### config.mk
export PLATFORM = sky130hd
export DESIGN_NAME = scalar_wb_unit
export DESIGN_NICKNAME = d
export VERILOG_FILES = /design/src/rtl/scalar_wb_pkg.sv /design/src/rtl/wb_fifo.sv /design/src/rtl/scalar_wb_unit.sv
export SDC_FILE = /design/constraint.sdc
export NUM_CORES = 1
export LEC_CHECK = 0
export ABC_AREA = 1
export CAP_MARGIN = 20
export CORE_UTILIZATION = 49
export DETAILED_ROUTE_END_ITERATION = 10
export GPL_TIMING_DRIVEN = 0
export PLACE_DENSITY = 0.84
export SYNTH_ARGS = -nofsm -noshare
export SYNTH_HDL_FRONTEND = slang
export SYNTH_HIERARCHICAL = 1
export SYNTH_SLANG_ARGS = --single-unit
### constraint.sdc
create_clock -name clk -period 3.05 [get_ports clk]
set_clock_uncertainty 0.2 [all_clocks]
set_input_delay 0.7625 -clock clk [delete_from_list [all_inputs] [get_ports clk]]
set_output_delay 0.7625 -clock clk [all_outputs]
set_load 0.02 [all_outputs]
### src/rtl/scalar_wb_pkg.sv
// Shared types for the scalar writeback path: register index, data word and
// the request payload carried through the vector-result FIFO.
package scalar_wb_pkg;

  localparam int unsigned REG_IDX_W = 5;
  localparam int unsigned DATA_BITS = 32;

  typedef logic [REG_IDX_W-1:0] reg_idx_t;
  typedef logic [DATA_BITS-1:0] data_t;

  typedef struct packed {
    reg_idx_t rd;
    data_t    data;
  } wb_req_t;

  localparam reg_idx_t X0_IDX = 5'd0;

endpackage

### src/rtl/wb_fifo.sv
// Small synchronous FIFO of writeback requests; pointers wrap naturally
// because the depth is a power of two.
module wb_fifo
  import scalar_wb_pkg::*;
#(
  parameter int unsigned DEPTH = 4
) (
  input  logic                   clk,
  input  logic                   rst,
  input  logic                   push,
  input  logic                   pop,
  input  wb_req_t                din,
  output wb_req_t                dout,
  output logic                   full,
  output logic                   empty,
  output logic [$clog2(DEPTH):0] count
);

  localparam int unsigned PTR_W = $clog2(DEPTH);
  localparam int unsigned CNT_W = PTR_W + 1;

  wb_req_t          mem [DEPTH];
  logic [PTR_W-1:0] wr_ptr;
  logic [PTR_W-1:0] rd_ptr;
  logic             do_push;
  logic             do_pop;

  assign do_push = push && !full;
  assign do_pop  = pop && !empty;
  assign full    = (count == CNT_W'(DEPTH));
  assign empty   = (count == '0);
  assign dout    = mem[rd_ptr];

  // Pointer and occupancy state; a simultaneous push and pop leaves count alone.
  always_ff @(posedge clk or posedge rst) begin
    if (rst) begin
      wr_ptr <= '0;
      rd_ptr <= '0;
      count  <= '0;
    end else begin
      if (do_push) wr_ptr <= wr_ptr + PTR_W'(1);
      if (do_pop)  rd_ptr <= rd_ptr + PTR_W'(1);
      case ({do_push, do_pop})
        2'b10:   count <= count + CNT_W'(1);
        2'b01:   count <= count - CNT_W'(1);
        default: count <= count;
      endcase
    end
  end

  // Storage needs no reset: entries are only visible once pushed.
  always_ff @(posedge clk) begin
    if (do_push) mem[wr_ptr] <= din;
  end

endmodule

### src/rtl/scalar_wb_unit.sv
// Scalar register-file writeback arbiter: merges ALU results with buffered
// vector-unit scalar results and tracks registers reserved by vector ops.
module scalar_wb_unit
  import scalar_wb_pkg::*;
#(
  parameter int unsigned DATA_W     = 32,
  parameter int unsigned NUM_REGS   = 32,
  parameter int unsigned FIFO_DEPTH = 4
) (
  input  logic                          clk,
  input  logic                          rst,
  input  logic                          alu_valid,
  input  logic [$clog2(NUM_REGS)-1:0]   alu_rd,
  input  logic [DATA_W-1:0]             alu_data,
  output logic                          alu_stall,
  input  logic                          vec_valid,
  output logic                          vec_ready,
  input  logic [$clog2(NUM_REGS)-1:0]   vec_rd,
  input  logic [DATA_W-1:0]             vec_data,
  input  logic                          mark_valid,
  input  logic [$clog2(NUM_REGS)-1:0]   mark_rd,
  output logic [NUM_REGS-1:0]           busy,
  output logic [$clog2(FIFO_DEPTH):0]   fifo_count,
  output logic                          reg_write,
  output logic [$clog2(NUM_REGS)-1:0]   wr_reg,
  output logic [DATA_W-1:0]             write_data_sca
);

  localparam int unsigned IDX_W = $clog2(NUM_REGS);

  wb_req_t             push_req;
  wb_req_t             head;
  logic                fifo_full;
  logic                fifo_empty;
  logic                push;
  logic                pop;
  logic                sel_valid;
  reg_idx_t            sel_rd;
  data_t               sel_data;
  logic [NUM_REGS-1:0] set_mask;
  logic [NUM_REGS-1:0] clr_mask;
  logic [NUM_REGS-1:0] busy_nxt;

  assign vec_ready     = !rst && !fifo_full;
  assign push          = vec_valid && vec_ready;
  assign push_req.rd   = reg_idx_t'(vec_rd);
  assign push_req.data = data_t'(vec_data);

  wb_fifo #(.DEPTH(FIFO_DEPTH)) u_fifo (
    .clk   (clk),
    .rst   (rst),
    .push  (push),
    .pop   (pop),
    .din   (push_req),
    .dout  (head),
    .full  (fifo_full),
    .empty (fifo_empty),
    .count (fifo_count)
  );

  // A full FIFO preempts the ALU so vector results cannot starve behind it.
  always_comb begin
    sel_valid = 1'b0;
    sel_rd    = X0_IDX;
    sel_data  = '0;
    pop       = 1'b0;
    alu_stall = 1'b0;
    if (!rst) begin
      if (fifo_full && !fifo_empty) begin
        pop       = 1'b1;
        alu_stall = alu_valid;
        sel_valid = (head.rd != X0_IDX);
        sel_rd    = head.rd;
        sel_data  = head.data;
      end else if (alu_valid) begin
        sel_valid = (reg_idx_t'(alu_rd) != X0_IDX);
        sel_rd    = reg_idx_t'(alu_rd);
        sel_data  = data_t'(alu_data);
      end else if (!fifo_empty) begin
        pop       = 1'b1;
        sel_valid = (head.rd != X0_IDX);
        sel_rd    = head.rd;
        sel_data  = head.data;
      end
    end
  end

  // Reservation wins over a same-cycle release of the same register.
  always_comb begin
    set_mask = '0;
    clr_mask = '0;
    if (mark_valid) set_mask[mark_rd] = 1'b1;
    if (pop && head.rd != X0_IDX) clr_mask[head.rd] = 1'b1;
    busy_nxt = (busy & ~clr_mask) | set_mask;
    busy_nxt[X0_IDX] = 1'b0;
  end

  always_ff @(posedge clk or posedge rst) begin
    if (rst) begin
      reg_write      <= 1'b0;
      wr_reg         <= '0;
      write_data_sca <= '0;
      busy           <= '0;
    end else begin
      reg_write <= sel_valid;
      if (sel_valid) begin
        wr_reg         <= IDX_W'(sel_rd);
        write_data_sca <= DATA_W'(sel_data);
      end
      busy <= busy_nxt;
    end
  end

  // Issue must not reserve a register that is still pending (unless it retires now).
  assert property (@(posedge clk) disable iff (rst)
    !(mark_valid && (reg_idx_t'(mark_rd) != X0_IDX) && busy[mark_rd] && !clr_mask[mark_rd]));

endmodule

Word level (Yosys, flattened, before mapping) --
Memory sizes are Yosys's and may differ from the RTL's. Index checks and enable logic that the tools add are counted.
Cells by class: multipliers 0, bitwise logic cells 3, reductions and logical operators 15, muxes and demuxes 27, magnitude comparators 4, equality and inequality tests 3, divide/modulo/power cells 0, shift operators 0, add/subtract/negate cells 4
Operator list (number):
- 32-bit 2-to-1 mux | 6
- 32-bit AND | 1
- 32-bit inverter | 1
- 32-bit OR | 1
- 5-bit 2-to-1 mux | 4
- 1-bit 2-to-1 mux | 14
- 5-bit by 6-bit < comparator with 1-bit output (second input constant) | 2
- 1-bit demux with 5-bit select | 2
- 5-bit by 1-bit >= comparator with 1-bit output (second input constant) | 2
- 5-bit nonzero test | 2
- 1-bit logical AND | 8
- 3-bit one-hot mux with 2 select lines | 1
- 2-bit by 1-bit adder with 2-bit output (second input constant) | 2
- 3-bit by 1-bit adder with 3-bit output (second input constant) | 1
- 3-bit equality test (second input constant) | 1
- 1-bit zero test | 3
- 3-bit zero test | 1
- 3-bit by 1-bit subtractor with 3-bit output (second input constant) | 1
- 2-bit by 1-bit equality test with 1-bit output (second input constant) | 1
- 2-bit equality test (second input constant) | 1
- 2-bit nonzero test | 1
Storage, ports and cells: input bits 84, output and inout port bits 75, register bits after elaboration 76, ROM bits 0, bits in latches 0, bits in writable memories 148, memories kept 1, word-level logic and storage cells 64
Memories:
- u_fifo.mem | words 4, width 37, rd ports 1, clocked after memory_dff 0, wr ports 1, line wb_fifo.sv:22 | wb_req_t mem [DEPTH];

Logic depth before layout (Yosys ltp) --
Gate-level depths: netlist of the first run.
depth in word-level cells 10, mapped depth 18

Hierarchy --
The synthesis of the first run kept the hierarchy.
Modules (own cells, without submodules):
- wb_fifo | times used 1, cells each 494, area an instance 6348.6 um^2
- scalar_wb_unit | times used 1, cells each 495, area an instance 3609.7 um^2

Worst setup path before layout of the first run --
OpenSTA, ideal clock, no wires.
kind flip-flop to flip-flop, from reg u_fifo.count[0], to mem u_fifo/mem[0][0] in the netlist's numbering, enable pin, period minus slack after synthesis 3490 ps, path slack -440 ps, data arrival time 2859 ps, data required time 2419 ps, path buffers 0, library setup time 431 ps, stages on the path, launching flop included 7, path through dfrtp_1 > inv_1 > nand3_1 > inv_1 > nor3b_1 > nand2_1 > nor2_1
Between the ends: longest elaborated chain between the ends 7
Ends and longest elaborated chain:
- from (decl) | line wb_fifo.sv:16 | output logic [$clog2(DEPTH):0] count
- from (signal assigned) | line wb_fifo.sv:44 | 2'b10: count <= count + CNT_W'(1);
- from (signal assigned) | line wb_fifo.sv:45 | 2'b01: count <= count - CNT_W'(1);
- from (signal assigned) | line wb_fifo.sv:46 | default: count <= count;
- 3-bit equality test | line wb_fifo.sv:30 | assign full = (count == CNT_W'(DEPTH));
- via fifo_full | line scalar_wb_unit.sv:33 | logic fifo_full;
- 1-bit zero test | line scalar_wb_unit.sv:44 | assign vec_ready = !rst && !fifo_full;
- 1-bit logical AND | line scalar_wb_unit.sv:44
- 1-bit logical AND | line scalar_wb_unit.sv:45 | assign push = vec_valid && vec_ready;
- via push | line scalar_wb_unit.sv:35 | logic push;
- 1-bit logical AND | line wb_fifo.sv:28 | assign do_push = push && !full;
- 1-bit 2-to-1 mux | line wb_fifo.sv:53 | if (do_push) mem[wr_ptr] <= din;
- 1-bit 2-to-1 mux (implied by the code) | line wb_fifo.sv:53
- to (decl) | line wb_fifo.sv:22
The timed path passes the listed nets, and every way through them passes these cells.

Worst setup path in the final report of the first run --
from reg u_fifo.count[2], to mem u_fifo/mem[0][6] in the netlist's numbering, enable pin
The elaborated chain is that of the path after synthesis.

==> out/qor.log, run 1 <==
qor: cts.clock-root-buffer sky130_fd_sc_hd__clkbuf_16
qor: finish.final_design_area_no_fill 0.0128 mm2
qor: synthesis.post_synth_most_frequent_cells sky130_fd_sc_hd__nand2_1, sky130_fd_sc_hd__edfxtp_1, sky130_fd_sc_hd__nand3_1
qor: setup_path.worst_path_cell_chain buf_4, nand3_2, inv_2, nor3b_1, nand2_1, nor2_4, buf_12
qor: timing.tns 0 ps
qor: synthesis.combined_area_of_all_synthesized_cells 0.00996 mm2
qor: floorplanning.die_y 145 um
qor: route.vias 7925
qor: route.drc_marker_count_from_the_first_detailed_route_iteration 809
qor: cts.clkSinkCount 224
qor: route.antenna_left 0
qor: floorplanning.initial_core_util 50.5%
qor: global_route.first_global_vias 7605
qor: timing.maxSlewViolCount 0
qor: synthesis.synthArstFlopShare 33.9%
qor: finish.largest_register_ff_count 148
qor: cts.inserted_clock_buffers 23
qor: cts.hold_buffers 0
qor: floorplanning.core 0.0197 mm2
qor: synthesis.synthMostInstantiatedCell sky130_fd_sc_hd__nand2_1
qor: synthesis.synth.net_count 1079
qor: cts.cts.reportedPaths.clkPinSlew 60 ps
qor: setup_path.critical-path-max-stage-delay 600 ps
qor: timing.report.final.setup_viol 0
qor: timing.post-route-min-period 2970 ps
qor: global_route.grt_remaining_overflow 0
qor: global_route.grt_max_degree 75
qor: synthesis.netlist_cell_types 28
qor: power.power.density 950 mW/mm2
qor: finish.drive_gt1_share 8.85%
qor: cts.clkLatencyLatePin 510 ps
qor: global_route.track_usage 25.4%
qor: finish.design.final.nets 1272
qor: route.drc 0
qor: finish.max_flop_register u_fifo/mem
qor: worst_hold_path.worst_hold_path_type reg -> reg
qor: setup_path.critPathKind reg -> reg
qor: synthesis.synth.ff_latch_count 224
qor: setup_path.timing.critical_path.slowest_stage_cell sky130_fd_sc_hd__nor2_4
qor: finish.antenna_cells 0
qor: floorplanning.fp.dieArea 0.0209 mm2
qor: route.routed_via_density 5.42
qor: synthesis.synth.top_cell.area_share 44.6%
qor: route.detailedRoute.firstPassIterationCount 6
qor: place.buffer_ports.inserted 157
qor: setup_path.timing.critical_path.to_type flip-flop
qor: setup_path.timing.critical_path.max_delay_family simple AND/OR/NAND/NOR gates
qor: timing.worst_pin_slew 1010 ps
qor: synthesis.mean_instance_size_in_the_synthesized_netlist 10.1 um2
qor: timing.period_share 97.3%
qor: synthesis.yosys_warnings 6
qor: synthesis.synth_top_area_cells sky130_fd_sc_hd__edfxtp_1, sky130_fd_sc_hd__dfrtp_1, sky130_fd_sc_hd__nand2_1
qor: floorplanning.io-pin-count 159
qor: timing.maxSlewHeadroom 31.9%
qor: cts.cts_h_tree_depth 1
qor: setup_path.worst_setup_path_start_kind flip-flop
qor: cts.clock_path_buffers 3
qor: place.placedInstanceArea 0.0120 mm2
qor: synthesis.synth_top_flop_cell sky130_fd_sc_hd__edfxtp_1
qor: global_route.grt_first_pass_wirelength 40100 um
qor: finish.syn2layout_area_growth 28.3%
qor: place.dp.final_hpwl 17900 um
qor: power.static-leakage-power 0.00550 uW
qor: synthesis.synth.yosys.seq_area_share 63.7%
qor: power.maximum_resistive_drop_on_vdd 0.417 mV
qor: setup_path.critPathArrivalTime 2970 ps
qor: timing.rsz0062_at_grt false
qor: setup_path.critPathRequiredTime 3050 ps
qor: place.routabilityCongestion 0.893
qor: timing.max_clock_freq 0.337 GHz
qor: synthesis.synth.largest_area_cell sky130_fd_sc_hd__edfxtp_1
qor: timing.hold_viol 0
qor: flow_run.cap_violations 0
qor: global_route.antenna_found_initial 0
qor: finish.post_layout_nonfiller_instances 1463
qor: synthesis.syn-instance-count 989
qor: floorplanning.floorplan.rows 51
qor: floorplanning.die_x 145 um
qor: route.drt_wl_total 26000 um
qor: place.place.detailed.instances 1415
qor: cts.clock_tree_from_tritoncts yes
qor: setup_path.path_buf_inv 3
qor: synthesis.synth_edf_count 148
qor: route.post_dr_wirelength_cell 17.8 um
qor: setup_path.path_max_fanout 21
qor: status.status completed
qor: finish.top_regs u_fifo/mem: 148 flops, write_data_sca: 32 flops, busy: 31 flops
[power by group]
part / total [uW] / switching, uW / internal (uW)
clock: 2550 / 1090 / 1460
sequential: 4330 / 374 / 3960
combinational: 5260 / 3240 / 2020
total: 12100 / 4700 / 7430
[routing by layer]
layer	vias up	global-route usage, %	wire length [um]
met5	-	0	0
met4	0	9.81	862
met3	83	4.70	2390
met2	460	42.6	12600
met1	3668	32.6	10100
li1	3714	-	-
[cells by family after synthesis]
group | synth area share, %
compound gates | 7.12
flops | 63.7
buf+inv | 7.66
other cells | 0.0377
xor+xnor | 0.0880
fa+ha+maj | 0.829
simple gates | 20.5
[per-stage QoR]
stage                     hold WS, ps  worst slack, ps  util, %  total power (uW)
final                             272             80.9     64.8             12100
after global routing              297             12.7     64.8             12800
after CTS                         273             16.5     64.6             12000
after detailed placement          259             -591     60.8              9450
after global placement            255            -2460     60.2              9250
after floorplan                   282             -440        -              7330
[cells in the final DEF, fill, tap and decap left out, types with 10 or more instances in the layout]
cell type                         count
sky130_fd_sc_hd__nand2_1            322
sky130_fd_sc_hd__o21ai_1             20
sky130_fd_sc_hd__dfrtp_1             76
sky130_fd_sc_hd__clkbuf_16           23
sky130_fd_sc_hd__buf_6               15
sky130_fd_sc_hd__o211ai_1            74
sky130_fd_sc_hd__nand3_1            122
sky130_fd_sc_hd__edfxtp_1           148
sky130_fd_sc_hd__nor2_1              18
sky130_fd_sc_hd__clkdlybuf4s50_1    154
sky130_fd_sc_hd__nor3_1              10
sky130_fd_sc_hd__buf_2               18
sky130_fd_sc_hd__inv_1              102
sky130_fd_sc_hd__clkbuf_1            16
sky130_fd_sc_hd__buf_4               10
[cell type report]
type | count | area (um2)
fill | 1420 | 6940
sequential | 224 | 6350
multi-input combinational | 602 | 2910
timing repair buffer | 169 | 1740
clock buffer | 28 | 594
inverter | 113 | 429
buffer | 49 | 349
tap | 265 | 332
clock inverter | 13 | 78.8
[what timing repair did]
item,in CTS,in global routing
endpoints found under the hold margin,0,0
setup buffers,6,2
endpoints found under the setup margin,88,3
pin swaps,2,1
gates resized for setup,13,12
[worst reg2reg max path, delay by kind of cell (launching register included)]
kind                   cells  cell delay (ps)
flip-flops                 1              420
buffers and inverters      3              500
AND/OR/NAND/NOR            4             1530
[path summary, 6_finish.rpt]
check	from	end	slack, ps	depth (start not counted)
min in group asynchronous	rst	u_fifo/wr_ptr[0]$_DFFE_PP0P_	360	2
setup / recovery	u_fifo/count[2]$_DFFE_PP0P_	u_fifo/mem[0][6]$_DFFE_PP_	80	7
hold reg to reg	write_data_sca[19]$_DFFE_PP0P_	write_data_sca[19]$_DFFE_PP0P_	270	2
setup reg to reg	u_fifo/count[2]$_DFFE_PP0P_	u_fifo/mem[0][6]$_DFFE_PP_	80	7
max in group asynchronous	rst	write_data_sca[16]$_DFFE_PP0P_	1450	2
hold / removal	write_data_sca[19]$_DFFE_PP0P_	write_data_sca[19]$_DFFE_PP0P_	270	2
(Power assumes the default switching activity.)
==> run 2: changes to the inputs <==
--- a/config.mk
+++ b/config.mk
@@ -6,7 +6,7 @@
 export NUM_CORES = 1
 export LEC_CHECK = 0
 export ABC_AREA = 1
-export CAP_MARGIN = 20
+export CORE_MARGIN = 1.5
 export CORE_UTILIZATION = 49
 export DETAILED_ROUTE_END_ITERATION = 10
 export GPL_TIMING_DRIVEN = 0
==> run 2 against run 1 <==
  * Combinational power up 2%
  * Clock-buffer cell count down 2
  * Routed wire length up 2.8%
  * Global-route usage down 0.26 points
  * Total power up 3.1%
  * Sequential power about the same
==> out/qor.log, run 2 (synthesis results as in run 1) <==
qor: route.routed_via_density 5.54
qor: global_route.grt_remaining_overflow 0
qor: setup_path.worst_path_cell_chain inv_2, nand3_2, inv_2, inv_4, nand2_2, buf_12, nor3_1, buf_4
qor: timing.post-route-min-period 2930 ps
qor: power.power_switching_share 38.3%
qor: floorplanning.die_y 146 um
qor: cts.clock_tree_from_tritoncts yes
qor: finish.drive_gt1_share 9.26%
qor: setup_path.path_max_fanout 19
qor: setup_path.timing.critical_path.to_type output pin
qor: timing.max_clock_freq 0.341 GHz
qor: timing.report.final.setup_viol 0
qor: floorplanning.floorplan.rows 51
qor: global_route.grt_first_pass_wirelength 42000 um
qor: floorplanning.io-pin-count 159
qor: timing.maxSlewHeadroom 30.1%
qor: setup_path.cpMostUsedCell sky130_fd_sc_hd__inv_2
qor: setup_path.timing.critical_path.max_delay_family buffers and inverters
qor: timing.period_share 96.2%
qor: cts.inserted_clock_buffers 23
qor: setup_path.path_buf_inv 5
qor: timing.worst_pin_slew 1040 ps
qor: place.buffer_ports.inserted 157
qor: setup_path.critPathKind reg -> out
qor: place.routabilityCongestion 0.845
qor: finish.top_regs u_fifo/mem: 148 flops, write_data_sca: 32 flops, busy: 31 flops
qor: power.p_clk_share 22.9%
qor: route.vias 8104
qor: finish.most_frequent_cells_in_the_layout sky130_fd_sc_hd__nand2_1, sky130_fd_sc_hd__clkdlybuf4s50_1, sky130_fd_sc_hd__edfxtp_1, sky130_fd_sc_hd__nand3_1, sky130_fd_sc_hd__inv_1
qor: finish.antenna_cells 0
qor: global_route.antenna_found_initial 1
qor: power.maximum_resistive_drop_on_vdd 0.421 mV
qor: finish.max_flop_register u_fifo/mem
qor: route.antenna_left 0
qor: finish.largest_register_ff_count 148
qor: route.drc_marker_count_from_the_first_detailed_route_iteration 812
qor: setup_path.worst_setup_path_start_kind flip-flop
qor: setup_path.critical-path-max-stage-delay 410 ps
qor: cts.clock_path_buffers 3
qor: global_route.track_usage 25.1%
qor: timing.maxSlewViolCount 0
qor: power.internal-power 7720 uW
qor: power.power_frac_comb 42.6%
qor: power.static-leakage-power 0.00553 uW
qor: place.place.detailed.instances 1415
qor: timing.hold_viol 0
qor: floorplanning.initial_core_util 50.5%
qor: power.power_switching 4800 uW
qor: cts.clock-root-buffer sky130_fd_sc_hd__clkbuf_16
qor: cts.cts_h_tree_depth 1
qor: finish.layout.filler_cells 1386
qor: cts.clkSinkCount 224
qor: floorplanning.fp.dieArea 0.0212 mm2
qor: place.dp.final_hpwl 18100 um
qor: route.detailedRoute.firstPassIterationCount 6
qor: finish.syn2layout_area_growth 29.7%
qor: global_route.first_global_vias 8047
qor: global_route.grt_max_degree 75
qor: setup_path.timing.critical_path.slowest_stage_cell sky130_fd_sc_hd__dfrtp_1
qor: setup_path.critPathArrivalTime 1970 ps
qor: flow_run.cap_violations 0
qor: floorplanning.die_x 146 um
qor: route.drt_wl_total 26700 um
qor: finish.post_layout_nonfiller_instances 1464
qor: finish.design.final.nets 1272
qor: power.seqPwrFrac 34.5%
qor: route.drc 0
qor: status.status completed
qor: finish.mostFrequentLayoutCell sky130_fd_sc_hd__nand2_1
qor: floorplanning.core 0.0197 mm2
qor: power.power.density 969 mW/mm2
qor: worst_hold_path.worst_hold_path_type reg -> reg
qor: cts.cts.reportedPaths.clkPinSlew 60 ps
qor: power.totalPowerFinal 12500 uW
qor: setup_path.critPathRequiredTime 2090 ps
qor: route.post_dr_wirelength_cell 18.3 um
qor: cts.clkLatencyLatePin 510 ps
## run 2: cell count changes in the layout (fill, tap and decap cells not counted), moves of 2 or more
cell / before / now
sky130_fd_sc_hd__buf_4: 10 / 5
sky130_fd_sc_hd__clkinv_1: 9 / 5
sky130_fd_sc_hd__buf_12: 3 / 6
sky130_fd_sc_hd__bufinv_16: 1 / 4
sky130_fd_sc_hd__clkinvlp_4: 0 / 3
sky130_fd_sc_hd__buf_8: 2 / 0
sky130_fd_sc_hd__clkbuf_1: 16 / 14
sky130_fd_sc_hd__clkinv_2: 3 / 1
sky130_fd_sc_hd__nor2_2: 1 / 3
## run 2: area by class of cell
class | instances | area, um2 | share of cell area, %
multi-input combinational | 604 | 2920 | 22.6
inverter | 113 | 429 | 3.32
clock buffer | 26 | 587 | 4.54
tap | 265 | 332 | 2.57
buffer | 49 | 350 | 2.71
timing repair buffer | 167 | 1770 | 13.7
clock inverter | 16 | 189 | 1.46
sequential | 224 | 6350 | 49.1
## run 2: path summary, 6_finish.rpt
path | start | end | slack, ps | cells after the start
worst max-delay path | u_fifo/count[0]$_DFFE_PP0P_ | alu_stall | 120 | 8
worst min-delay path | write_data_sca[25]$_DFFE_PP0P_ | write_data_sca[25]$_DFFE_PP0P_ | 270 | 2
max in group asynchronous | rst | write_data_sca[16]$_DFFE_PP0P_ | 1480 | 2
worst min register to register | write_data_sca[25]$_DFFE_PP0P_ | write_data_sca[25]$_DFFE_PP0P_ | 270 | 2
worst max register to register | u_fifo/count[1]$_DFFE_PP0P_ | u_fifo/count[2]$_DFFE_PP0P_ | 120 | 17
min in group asynchronous | rst | u_fifo/count[0]$_DFFE_PP0P_ | 350 | 2
## run 2: layer usage
layer / GRT usage, % / vias up / part of all wire [%]
li1: - / 3711 / -
met1: 31.5 / 3831 / 38
met2: 41.8 / 481 / 49
met3: 5.83 / 79 / 9.9
met4: 10.8 / 2 / 3.5
met5: 0 / - / 0.049
## run 2: tightest hold or removal path, stage by stage, from the launching register on
cell and delay (ps):
sky130_fd_sc_hd__dfrtp_1 340, sky130_fd_sc_hd__nand2_1 50, sky130_fd_sc_hd__nand2_1 40
## run 2: timing repair
action | CTS | global route
hold buffers | 0 | 0
cloned | 2 | 0
pin swaps | 4 | 0
buffers inserted | 4 | 2
gates resized for setup | 11 | 11
setup endpoints to repair | 124 | 25
## run 2: stage by stage
| stage | hold WS (ps) | cell area (um2) | TNS [ps] | setup slack [ps] | util (%) |
|---|---|---|---|---|---|
| global placement | 255 | 11900 | -453270 | -2550 | 60.2 |
| finish | 272 | 12900 | 0 | 117 | 65.5 |
| global route | 297 | 12900 | -7.94 | -7.94 | 65.5 |
| floorplan | 282 | 9960 | -65190 | -440 | - |
| detailed placement | 257 | 12000 | -93220 | -768 | 60.8 |
| CTS | 272 | 12900 | -31.2 | -31.2 | 65.3 |
## run 2: power groups by stage
| stage | Sequential, uW | Clock [uW] | Combinational, uW |
|---|---|---|---|
| 2_1_floorplan | 4870 | 0 | 2460 |
| 3_3_place_gp | 4370 | 0 | 4890 |
| 3_5_place_dp | 4370 | 0 | 5080 |
| 4_1_cts | 4310 | 2890 | 5230 |
| 5_1_grt | 4380 | 3020 | 5720 |
| 6_report | 4310 | 2860 | 5340 |
==> run 3: changes to the inputs <==
--- a/config.mk
+++ b/config.mk
@@ -11,6 +11,7 @@
 export DETAILED_ROUTE_END_ITERATION = 10
 export GPL_TIMING_DRIVEN = 0
 export PLACE_DENSITY = 0.84
+export SKIP_CTS_REPAIR_TIMING = 1
 export SYNTH_ARGS = -nofsm -noshare
 export SYNTH_HDL_FRONTEND = slang
 export SYNTH_HIERARCHICAL = 1
==> run 3 against run 2 <==
  * The flow now finishes with violations (negative setup slack)
  * Core utilization fell by 0.10 points
  * Sequential power barely moved
  * Combinational power barely moved
  * Clock-buffer cell count did not move
  * Die area did not move
  * Critical path type unchanged
  * Critical endpoint unchanged
  * Largest power group unchanged
  * Highest routed layer unchanged
==> out/qor.log, run 3 (synthesis results as in run 1) <==
qor: status.status finished with violations
qor: status.violated_checks negative setup slack
qor: cts.clock_path_buffers 3
qor: setup_path.ff2ff_path_depth 12
qor: place.buffer_ports.inserted 157
qor: finish.antenna_cells 0
qor: timing.hold_viol 0
qor: setup_path.worst_path_cell_chain inv_1, nand3_2, inv_1, inv_4, nand2_1, buf_8, nor3_1, clkbuf_2
qor: setup_path.critPathKind reg -> out
qor: floorplanning.initial_core_util 50.5%
qor: floorplanning.die_y 146 um
qor: setup_path.timing.critical_path.max_delay_family buffers and inverters
qor: timing.max_clock_freq 0.318 GHz
qor: floorplanning.die_x 146 um
qor: power.static-leakage-power 0.00553 uW
qor: route.antenna_left 0
qor: place.dp.final_hpwl 18100 um
qor: power.internal-power 7700 uW
qor: route.detailedRoute.firstPassIterationCount 6
qor: floorplanning.fp.dieArea 0.0212 mm2
qor: route.drt_wl_total 27100 um
qor: timing.maxSlewHeadroom 31.7%
qor: finish.top_regs u_fifo/mem: 148 flops, write_data_sca: 32 flops, busy: 31 flops
qor: timing.tns -93.6 ps
qor: finish.drive_gt1_share 9.27%
qor: timing.maxSlewViolCount 0
qor: finish.largest_register_ff_count 148
qor: floorplanning.core 0.0197 mm2
qor: floorplanning.io-pin-count 159
qor: power.power_switching_share 38.5%
qor: cts.inserted_clock_buffers 23
qor: setup_path.worst_setup_path_start_kind flip-flop
qor: finish.mostFrequentLayoutCell sky130_fd_sc_hd__nand2_1
qor: power.power_switching 4820 uW
qor: setup_path.critPathRequiredTime 2090 ps
qor: route.vias 8136
qor: cts.clock_tree_from_tritoncts yes
qor: global_route.track_usage 24.7%
qor: cts.cts.reportedPaths.clkPinSlew 60 ps
qor: route.routed_via_density 5.56
qor: global_route.grt_first_pass_wirelength 41500 um
qor: route.post_dr_wirelength_cell 18.5 um
qor: route.drc_marker_count_from_the_first_detailed_route_iteration 823
qor: power.power_frac_comb 42.5%
qor: timing.period_share 103%
qor: place.routabilityCongestion 0.845
qor: setup_path.path_max_fanout 19
qor: global_route.grt_remaining_overflow 0
qor: worst_hold_path.worst_hold_path_type in -> async
qor: flow_run.cap_violations 0
qor: cts.clock-root-buffer sky130_fd_sc_hd__clkbuf_16
qor: cts.clkSinkCount 224
qor: setup_path.critical-path-max-stage-delay 440 ps
qor: timing.report.final.setup_viol 1
qor: power.maximum_resistive_drop_on_vdd 0.428 mV
qor: finish.design.final.nets 1271
qor: timing.setup_ws -93.6 ps
qor: place.placement.setup.worst_slack -768 ps
qor: global_route.first_global_vias 7984
qor: finish.max_flop_register u_fifo/mem
qor: power.seqPwrFrac 34.5%
qor: power.p_clk_share 23.0%
qor: setup_path.critPathArrivalTime 2180 ps
qor: global_route.antenna_found_initial 1
qor: timing.worst_pin_slew 1020 ps
qor: place.place.detailed.instances 1415
qor: finish.final_design_area_no_fill 0.0129 mm2
qor: setup_path.cpMostUsedCell sky130_fd_sc_hd__inv_1
qor: setup_path.path_buf_inv 5
qor: timing.rsz0062_at_grt true
qor: timing.hold_ws 244 ps
qor: finish.post_layout_nonfiller_instances 1463
qor: finish.most_frequent_cells_in_the_layout sky130_fd_sc_hd__nand2_1, sky130_fd_sc_hd__clkdlybuf4s50_1, sky130_fd_sc_hd__edfxtp_1, sky130_fd_sc_hd__nand3_1, sky130_fd_sc_hd__inv_1
qor: finish.syn2layout_area_growth 29.5%
qor: global_route.grt_max_degree 75
qor: place.placedInstanceArea 0.0120 mm2
qor: timing.post-route-min-period 3140 ps
qor: setup_path.cp_num_cells 8
qor: setup_path.timing.critical_path.to_type output pin
qor: cts.clkLatencyLatePin 510 ps
qor: setup_path.timing.critical_path.slowest_stage_cell sky130_fd_sc_hd__dfrtp_2
qor: route.drc 0
qor: cts.cts_h_tree_depth 1
qor: floorplanning.floorplan.rows 51
qor: power.power.density 971 mW/mm2
-- run 3: cell type report --
| cell class | count | area [um2] |
|---|---|---|
| Buffer | 49 | 345 |
| Clock buffer | 26 | 587 |
| Clock inverter | 16 | 189 |
| Fill cell | 1404 | 6820 |
| Inverter | 113 | 429 |
| Multi-Input combinational cell | 604 | 2920 |
| Sequential cell | 224 | 6350 |
| Tap cell | 265 | 332 |
| Timing Repair Buffer | 166 | 1750 |
-- run 3: power groups by stage --
stage	Sequential, uW	Clock, uW	Combinational (uW)
3_5_place_dp	4370	0	5080
4_1_cts	4310	2890	5150
2_1_floorplan	4870	0	2460
6_report	4320	2870	5320
3_3_place_gp	4370	0	4890
5_1_grt	4400	3020	5700
-- run 3: routing by layer --
layer,track usage [%],up-vias,wire [um]
met5,0,-,15
met4,10.2,2,953
met3,5.61,85,2730
met2,41.2,485,13300
met1,31.2,3857,10200
li1,-,3707,-
-- run 3: stage by stage --
step                utilization (%)  power [uW]
detailed placement             60.8        9450
global placement               60.2        9260
global route                   65.4       13100
CTS                            64.8       12400
floorplan                         -        7330
finish                         65.4       12500
-- run 3: final timing paths --
check                                                    start                             end  slack [ps]
worst max-delay path               u_fifo/count[2]$_DFFE_PP0P_                       alu_stall         -90
worst min register to register  write_data_sca[20]$_DFFE_PP0P_  write_data_sca[20]$_DFFE_PP0P_         270
worst max register to register    u_fifo/rd_ptr[0]$_DFFE_PP0P_  write_data_sca[18]$_DFFE_PP0P_          90
min in group clk                write_data_sca[20]$_DFFE_PP0P_  write_data_sca[20]$_DFFE_PP0P_         270
max in group asynchronous                                  rst              busy[20]$_DFF_PP0_        1560
worst min-delay path                                       rst    u_fifo/rd_ptr[1]$_DFFE_PP0P_         240
